File: src/rtl/mem_arbiter.sv
// mem_arbiter: shares one single-port memory between the fetch (I) port and
// the data (D) port. Runs one transaction at a time. D has fixed priority,
// except that fetch is forced through after STARVE_LIMIT back-to-back D grants
// made while fetch was waiting. A bus timeout aborts transactions whose
// memory ack never arrives.
//
// state  | meaning
// -------+-------------------------------------------------------------
// IDLE   | no transaction; choose a winner, pulse Valid of previous txn
// WAIT_I | fetch read issued, MemReq_o high, waiting for MemAck_i
// WAIT_D | data read/write issued, MemReq_o high, waiting for MemAck_i
module mem_arbiter #(
  parameter int DATA_WIDTH   = 32,
  parameter int ADDR_WIDTH   = 32,
  parameter int STARVE_LIMIT = 4,
  parameter int TIMEOUT      = 64
) (
  input  logic                    clk,
  input  logic                    rst,
  input  logic                    IReq_i,
  input  logic [ADDR_WIDTH-1:0]   IAddr_i,
  output logic                    IReady_o,
  output logic                    IValid_o,
  output logic [DATA_WIDTH-1:0]   IRData_o,
  input  logic                    DReq_i,
  input  logic                    DWrite_i,
  input  logic [ADDR_WIDTH-1:0]   DAddr_i,
  input  logic [DATA_WIDTH-1:0]   DWData_i,
  input  logic [DATA_WIDTH/8-1:0] DByteEn_i,
  output logic                    DReady_o,
  output logic                    DValid_o,
  output logic [DATA_WIDTH-1:0]   DRData_o,
  output logic                    Err_o,
  output logic                    MemReq_o,
  output logic                    MemWrite_o,
  output logic [ADDR_WIDTH-1:0]   MemAddr_o,
  output logic [DATA_WIDTH-1:0]   MemWData_o,
  output logic [DATA_WIDTH/8-1:0] MemByteEn_o,
  input  logic [DATA_WIDTH-1:0]   MemRData_i,
  input  logic                    MemAck_i
);

  localparam int BE_W = DATA_WIDTH / 8;
  localparam int ST_W = $clog2(STARVE_LIMIT + 1);
  localparam int TO_W = $clog2(TIMEOUT);
  localparam logic [ST_W-1:0] STARVE_MAX = ST_W'(STARVE_LIMIT);
  localparam logic [TO_W-1:0] TO_LAST    = TO_W'(TIMEOUT - 1);

  typedef enum logic [1:0] {
    IDLE   = 2'd0,
    WAIT_I = 2'd1,
    WAIT_D = 2'd2
  } state_t;

  state_t          state, state_n;
  logic [ST_W-1:0] starve_cnt, starve_n;
  logic [TO_W-1:0] to_cnt, to_n;
  logic            mem_write_r;
  logic            d_win, i_win;
  logic            ivalid_n, dvalid_n, err_n;
  logic [DATA_WIDTH-1:0] irdata_n, drdata_n;

  // Grant selection, starvation bookkeeping, ack/timeout handling
  always_comb begin
    state_n  = state;
    starve_n = starve_cnt;
    to_n     = to_cnt;
    d_win    = 1'b0;
    i_win    = 1'b0;
    ivalid_n = 1'b0;
    dvalid_n = 1'b0;
    err_n    = 1'b0;
    irdata_n = '0;
    drdata_n = '0;
    case (state)
      IDLE: begin
        // Ready is gated by rst so nothing looks accepted while in reset.
        d_win = rst && DReq_i && !(IReq_i && (starve_cnt == STARVE_MAX));
        i_win = rst && IReq_i && !d_win;
        to_n  = '0;
        if (d_win) begin
          state_n = WAIT_D;
          // A D win with fetch pending implies starve_cnt < STARVE_MAX,
          // so the increment cannot overflow past the limit.
          starve_n = IReq_i ? starve_cnt + 1'b1 : '0;
        end else if (i_win) begin
          state_n  = WAIT_I;
          starve_n = '0;
        end
      end
      WAIT_I, WAIT_D: begin
        if (MemAck_i) begin
          state_n = IDLE;
          if (state == WAIT_I) begin
            ivalid_n = 1'b1;
            irdata_n = MemRData_i;
          end else begin
            dvalid_n = 1'b1;
            drdata_n = mem_write_r ? '0 : MemRData_i;
          end
        end else if (to_cnt == TO_LAST) begin
          state_n  = IDLE;
          err_n    = 1'b1;
          ivalid_n = (state == WAIT_I);
          dvalid_n = (state == WAIT_D);
        end else begin
          to_n = to_cnt + 1'b1;
        end
      end
      default: state_n = IDLE;
    endcase
  end

  // State, counters and response registers
  always_ff @(posedge clk) begin
    if (!rst) begin
      state      <= IDLE;
      starve_cnt <= '0;
      to_cnt     <= '0;
      IValid_o   <= 1'b0;
      DValid_o   <= 1'b0;
      Err_o      <= 1'b0;
      IRData_o   <= '0;
      DRData_o   <= '0;
    end else begin
      state      <= state_n;
      starve_cnt <= starve_n;
      to_cnt     <= to_n;
      IValid_o   <= ivalid_n;
      DValid_o   <= dvalid_n;
      Err_o      <= err_n;
      IRData_o   <= irdata_n;
      DRData_o   <= drdata_n;
    end
  end

  // Request fields captured on the accept edge and held through WAIT
  always_ff @(posedge clk) begin
    if (!rst) begin
      mem_write_r <= 1'b0;
      MemAddr_o   <= '0;
      MemWData_o  <= '0;
      MemByteEn_o <= '0;
    end else if (d_win) begin
      mem_write_r <= DWrite_i;
      MemAddr_o   <= DAddr_i;
      MemWData_o  <= DWData_i;
      MemByteEn_o <= DByteEn_i;
    end else if (i_win) begin
      mem_write_r <= 1'b0;
      MemAddr_o   <= IAddr_i;
      MemWData_o  <= '0;
      MemByteEn_o <= {BE_W{1'b1}};
    end
  end

  assign IReady_o   = i_win;
  assign DReady_o   = d_win;
  assign MemReq_o   = (state != IDLE);
  assign MemWrite_o = mem_write_r && (state == WAIT_D);

endmodule

File: config.mk
export PLATFORM = sky130hd
export DESIGN_NAME = mem_arbiter
export DESIGN_NICKNAME = d
export VERILOG_FILES = /design/src/rtl/mem_arbiter.sv
export SDC_FILE = /design/constraint.sdc
export NUM_CORES = 1
export LEC_CHECK = 0
export CAP_MARGIN = 15
export CORE_ASPECT_RATIO = 0.6
export CORE_UTILIZATION = 42
export DETAILED_ROUTE_END_ITERATION = 10
export PLACE_DENSITY_LB_ADDON = 0.05
export SETUP_SLACK_MARGIN = 0.3
export SYNTH_ARGS = -nofsm -noshare
export SYNTH_HDL_FRONTEND = slang
export SYNTH_SLANG_ARGS = --single-unit
File: constraint.sdc
create_clock -name clk -period 2.3 [get_ports clk]
set_input_delay 0.46 -clock clk [delete_from_list [all_inputs] [get_ports clk]]
set_output_delay 0.46 -clock clk [all_outputs]
set_load 0.02 [all_outputs]
# Yosys cells after proc, flatten, opt, wreduce, memory -nomap -nowiden
# Index checks and enable logic that the tools add are counted.
[word_totals] register_bits=147 elab_cells=74 out_inout_bits=139
[classes] eq_ne=8 bitwise_logic=3 addsub=2 n_mux=28 reduce_logical=21
[ops] cell="32-bit 2-to-1 mux" n=4
[ops] cell="6-bit 2-to-1 mux" n=2
[ops] cell="6-bit case mux with 2 select lines" n=1
[ops] cell="1-bit 2-to-1 mux" n=11
[ops] cell="3-bit 2-to-1 mux" n=3
[ops] cell="2-bit 2-to-1 mux" n=4
[ops] cell="4-bit 2-to-1 mux" n=2
[ops] cell="2-bit nonzero test" n=4
[ops] cell="6-bit by 1-bit adder with 6-bit output, second input constant" n=1
[ops] cell="6-bit == test, second input constant" n=1
[ops] cell="1-bit logical AND" n=6
[ops] cell="3-bit inequality test, second input constant" n=2
[ops] cell="2-bit AND reduction" n=3
[ops] cell="5-bit OR reduction" n=1
[ops] cell="2-bit inequality test, second input constant" n=2
[ops] cell="2-bit case mux with 2 select lines" n=1
[ops] cell="4-bit AND reduction" n=1
[ops] cell="3-bit by 1-bit adder with 3-bit output, second input constant" n=1
[ops] cell="3-bit == test, second input constant" n=1
[ops] cell="1-bit inverter" n=3
[ops] cell="3-bit AND reduction" n=1
[ops] cell="3-bit OR reduction" n=1
[ops] cell="2-bit by 1-bit == test with 1-bit output, second input constant" n=1
[ops] cell="2-bit == test, second input constant" n=1
[ops] cell="3 further kinds" n=4

# Logic depth before layout (Yosys ltp)
[logic_depth] depth_word=9 depth_mapped=8

# Worst setup path before layout
# OpenSTA, ideal clock, no wires.
[synth_path] path_type="reg2out" start="register state[0]" end="output IReady_o" arrival_time_ps=1451 stages_incl_launch_ff=6 required_ps=1840 slack_ps=389 cell_sequence="dfxtp_1 > inv_1 > ha_1 > nand3_1 > buf_2 > a21oi_1"
[synth_between] elab_chain_len=2
[synth_lines] element="from (decl)" line="55" text="state_t state, state_n;"
[synth_lines] element="from (signal assigned)" line="126" text="state <= state_n;"
[synth_lines] element="2-bit logical NOT" line="75" text="case (state)"
[synth_lines] element="1-bit 2-to-1 mux" line="75"
[synth_lines] element="to (decl)" line="22" text="output logic IReady_o,"
# No other way between the ends.

# Worst setup path in the final report
[layout_path] start="input DReq_i" end="output DReady_o"
[layout_between] elab_chain_len=3
[layout_lines] element="from (decl)" line="25" text="input logic DReq_i,"
[layout_lines] element="1-bit logical AND (2 in a row)" line="78" text="d_win = rst && DReq_i && !(IReq_i && (starve_cnt == STARVE_MAX));"
[layout_lines] element="1-bit 2-to-1 mux" line="75"
[layout_lines] element="to (decl)" line="30" text="output logic DReady_o,"
# No other way between the ends.

==> impl_table.tex <==
\begin{tabular}{lr}
\hline
Metric & Value \\
\hline
\multicolumn{2}{l}{\textbf{Clocking}} \\
\quad H-tree Lvls & 4 \\
\quad Number of buffers created by CTS & 17 \\
\quad Register clock-pin slew on the reported worst setup and hold paths & 0.06 ns \\
\quad CTS max path bufs & 2 \\
\quad Root Buffer & sky130\_fd\_sc\_hd\_\_clkbuf\_16 \\
\quad Clock sink count & 147 \\
\quad Worst-Skew Late Latency & 0.41 ns \\
\quad Quantity of hold-fixing buffers added after cts & 0 \\
\quad TritonCTS clock tree & built \\
\multicolumn{2}{l}{\textbf{Die}} \\
\quad I/O pins & 277 \\
\quad Die X-Extent & 147 um \\
\quad Core Rows & 31 \\
\quad Chip Height & 88.7 um \\
\quad Area inside the core boundary & 0.0121 mm\^{}2 \\
\quad Die ar. & 0.0130 mm\^{}2 \\
\quad Initial core utilization & 43.4\% \\
\multicolumn{2}{l}{\textbf{Layout}} \\
\quad Fraction of final layout cells sized beyond drive strength 1 & 10.7\% \\
\quad Count of non-filler cells in the finished layout & 994 \\
\quad Core occupancy in the finished layout & 73.4\% \\
\quad \# nets final & 961 \\
\quad Synthesis-to-finish area growth & 69.3\% \\
\quad \# diodes & 0 \\
\multicolumn{2}{l}{\textbf{Synth}} \\
\quad Most common cell in the netlist & sky130\_fd\_sc\_hd\_\_dfxtp\_1 \\
\quad Synthesized instance count & 537 \\
\quad Netlist area before placement & 0.00526 mm\^{}2 \\
\quad Yosys Warn Count & 0 \\
\quad Mean instance size in the synthesized netlist & 9.80 um\^{}2 \\
\quad Syn nets & 682 \\
\quad Sequential share of the synthesized area & 55.9\% \\
\quad Number of synthesized register bits & 147 \\
\quad Number of enable flip-flop cells after synthesis & 0 \\
\quad Async S/R FF share, synth & 0\% \\
\quad Synth top area cells & sky130\_fd\_sc\_hd\_\_dfxtp\_1 56\%, sky130\_fd\_sc\_hd\_\_and2\_1 7.8\%, sky130\_fd\_sc\_hd\_\_nand2\_1 7.5\%, sky130\_fd\_sc\_hd\_\_o221ai\_1 5.3\%, sky130\_fd\_sc\_hd\_\_a21boi\_1 3.7\% \\
\quad Ys flop type & sky130\_fd\_sc\_hd\_\_dfxtp\_1 \\
\quad Most numerous cell types in the synthesized netlist & 147 x sky130\_fd\_sc\_hd\_\_dfxtp\_1, 105 x sky130\_fd\_sc\_hd\_\_nand2\_1, 66 x sky130\_fd\_sc\_hd\_\_and2\_1 \\
\quad Post-synthesis cell type with the largest combined area & sky130\_fd\_sc\_hd\_\_dfxtp\_1 \\
\quad Number of library cell types mapped by synthesis & 43 \\
\quad Area share of the largest cell type after synthesis & 55.9\% \\
\multicolumn{2}{l}{\textbf{Timing}} \\
\quad Post-route minimum period & 1.98 ns \\
\quad Setup violators final & 0 \\
\quad Number of slew-limit violations in the final report & 0 \\
\quad Slew at the pin with the worst max-slew slack & 0.473 ns \\
\quad Total count of hold-check failures in the final report & 0 \\
\quad Period utilization & 86.2\% \\
\quad Unrepaired setup endpoints after global routing & true \\
\quad Max Fclk & 0.504 GHz \\
\quad Slew margin rel. & 68.2\% \\
\quad Post-route clock skew & 0.0113 ns \\
\quad Final hold slack & 0.442 ns \\
\multicolumn{2}{l}{\textbf{Worst hold path}} \\
\quad Hold Crit Class & reg -> reg \\
\multicolumn{2}{l}{\textbf{Detailed routing}} \\
\quad Antenna violation net count after detailed routing & 0 \\
\quad Number of vias after detailed routing & 4856 \\
\quad Final routed wirelength across all metal layers & 15400 um \\
\quad DR vias/cell & 4.89 \\
\quad Average wire length per cell after detail routing & 15.5 um \\
\quad DRC marker count from the first detailed-route iteration & 166 \\
\quad Count of TritonRoute iterations in the first routing pass & 4 \\
\quad Drt drc & 0 \\
\multicolumn{2}{l}{\textbf{Place}} \\
\quad Number of cells after detailed placement & 957 \\
\quad DPL Wire Length & 11100 um \\
\quad Placer's final routability congestion estimate & 0.797 \\
\quad Port-buffer cells & 276 \\
\multicolumn{2}{l}{\textbf{Power and ir drop}} \\
\quad Maximum ir drop on the vdd rail & 589 uV \\
\quad Leak Pwr & 3.45 nW \\
\quad Cell area power density & 796 mW/mm\^{}2 \\
\quad Overall power consumption & 0.00710 W \\
\multicolumn{2}{l}{\textbf{Outcome}} \\
\quad Result of the run & finished, final reports clean \\
\multicolumn{2}{l}{\textbf{Worst setup path}} \\
\quad Maximum fanout along the worst path & 6 \\
\quad Critical Path Sink Type & output port \\
\quad R2R setup slack & 0.49 ns \\
\quad Type of the worst setup path & in -> out \\
\quad Data required time at the worst endpoint & 1.84 ns \\
\quad Cell at the slowest stage of the critical path & sky130\_fd\_sc\_hd\_\_clkdlybuf4s50\_1 \\
\quad Crit path DAT & 1.52 ns \\
\quad Sequence of cells on the critical path & clkdlybuf4s50\_1 -> and2\_4 -> buf\_6 -> nand3\_4 -> clkinv\_4 -> buf\_12 \\
\quad Biggest cell delay along the critical path & 0.47 ns \\
\quad Launching element type of the critical path & input pin \\
\multicolumn{2}{l}{\textbf{Global routing}} \\
\quad Number of antenna violations at the first check in global routing & 0 \\
\quad Vias in the first global route & 4767 \\
\quad Total global routing track utilization & 23.4\% \\
\quad Wire length of the first global-routing pass & 23400 um \\
\quad Maximum number of pins on one net before global-route repair & 45 \\
\quad Total global routing overflow & 0 \\
\multicolumn{2}{l}{\textbf{Job}} \\
\quad Number of max-cap violations & 0 \\
\hline
\end{tabular}
==> per-layer routing <==
| layer | vias to the layer above | global-route usage, % | routed length [um] |
|---|---|---|---|
| met5 | - | 0 | 0 |
| met4 | 0 | 9.28 | 321 |
| met3 | 25 | 7.89 | 1130 |
| met2 | 174 | 42.0 | 7770 |
| met1 | 2266 | 26.0 | 6190 |
| li1 | 2391 | - | - |
==> critical path: cells and delay by family <==
family	cells	cell delay, ns
simple gates	2	0.25
buf+inv	4	0.79
==> power by group <==
| part | internal [W] | switching, W |
|---|---|---|
| Sequential | 0.00272 | 0.0000844 |
| Clock | 0.00178 | 0.00115 |
| Combinational | 0.000689 | 0.000674 |
==> worst paths after layout <==
path                                                  from                          to  cells after the start
worst max-delay path                                DReq_i                    DReady_o                      6
worst min-delay path            MemAddr_o[10]$_SDFFE_PN0P_  MemAddr_o[10]$_SDFFE_PN0P_                      2
worst max register to register       state[0]$_SDFFE_PN0P_      to_cnt[0]$_SDFFE_PN0P_                      6
worst min register to register  MemAddr_o[10]$_SDFFE_PN0P_  MemAddr_o[10]$_SDFFE_PN0P_                      2
==> flip-flops by register name (all words and copies together), names as in the netlist <==
signal,cells
DRData_o,32
state,2
IValid_o,1
to_cnt,6
MemByteEn_o,4
DValid_o,1
MemAddr_o,32
starve_cnt,3
MemWData_o,32
IRData_o,32
mem_write_r,1
Err_o,1
==> kinds of logic after synthesis <==
family	count (synthesis)	share of synthesized area (%)
AND/OR/NAND/NOR	250	24.6
flip-flops	147	55.9
AO/OA/AOI/OAI	86	13.0
buffers and inverters	46	4.63
adder cells (fa/ha/maj)	7	1.66
multiplexers	1	0.190
==> cells in the final DEF, fill, tap and decap left out, types with 4 or more instances in the layout <==
master and instances:
sky130_fd_sc_hd__clkdlybuf4s50_1 270, sky130_fd_sc_hd__dfxtp_1 144, sky130_fd_sc_hd__nand2_1 105, sky130_fd_sc_hd__and2_1 66, sky130_fd_sc_hd__nand3_1 32, sky130_fd_sc_hd__o221ai_1 32
sky130_fd_sc_hd__a21boi_1 26, sky130_fd_sc_hd__clkbuf_16 17, sky130_fd_sc_hd__buf_4 17, sky130_fd_sc_hd__nor2_1 8, sky130_fd_sc_hd__nor3_1 8, sky130_fd_sc_hd__nand3_2 6
sky130_fd_sc_hd__a21oi_1 5, sky130_fd_sc_hd__a21boi_0 5, sky130_fd_sc_hd__ha_1 5, sky130_fd_sc_hd__inv_6 5, sky130_fd_sc_hd__buf_12 5, sky130_fd_sc_hd__inv_2 4
sky130_fd_sc_hd__a21boi_2 4, sky130_fd_sc_hd__nor3b_2 4, sky130_fd_sc_hd__nand4_1 4
==> final cells by class <==
| class | count | area [um^2] |
|---|---|---|
| inverters | 8 | 35.0 |
| clock buffers | 18 | 439 |
| flip-flops and latches | 147 | 2950 |
| clock inverters | 14 | 190 |
| well taps | 165 | 206 |
| multi-input cells | 344 | 2100 |
| repair buffers | 298 | 2990 |
| fillers | 870 | 3230 |
==> metrics by stage <==
step | area [um^2] | TNS, ns | setup WS (ns)
after floorplan | 5260 | 0 | 0.389
after global placement | 8210 | -0.125 | -0.125
after detailed placement | 8210 | -0.147 | -0.147
after CTS | 8870 | 0 | 0.309
after global routing | 8910 | 0 | 0.253
final | 8910 | 0 | 0.317
==> what timing repair did <==
item / CTS / global route
buffers inserted: 2 / 3
pin swaps: 0 / 1
setup endpoints to repair: 4 / 5
resized for setup: 19 / 10
Power figures use the tool's default switching activity.
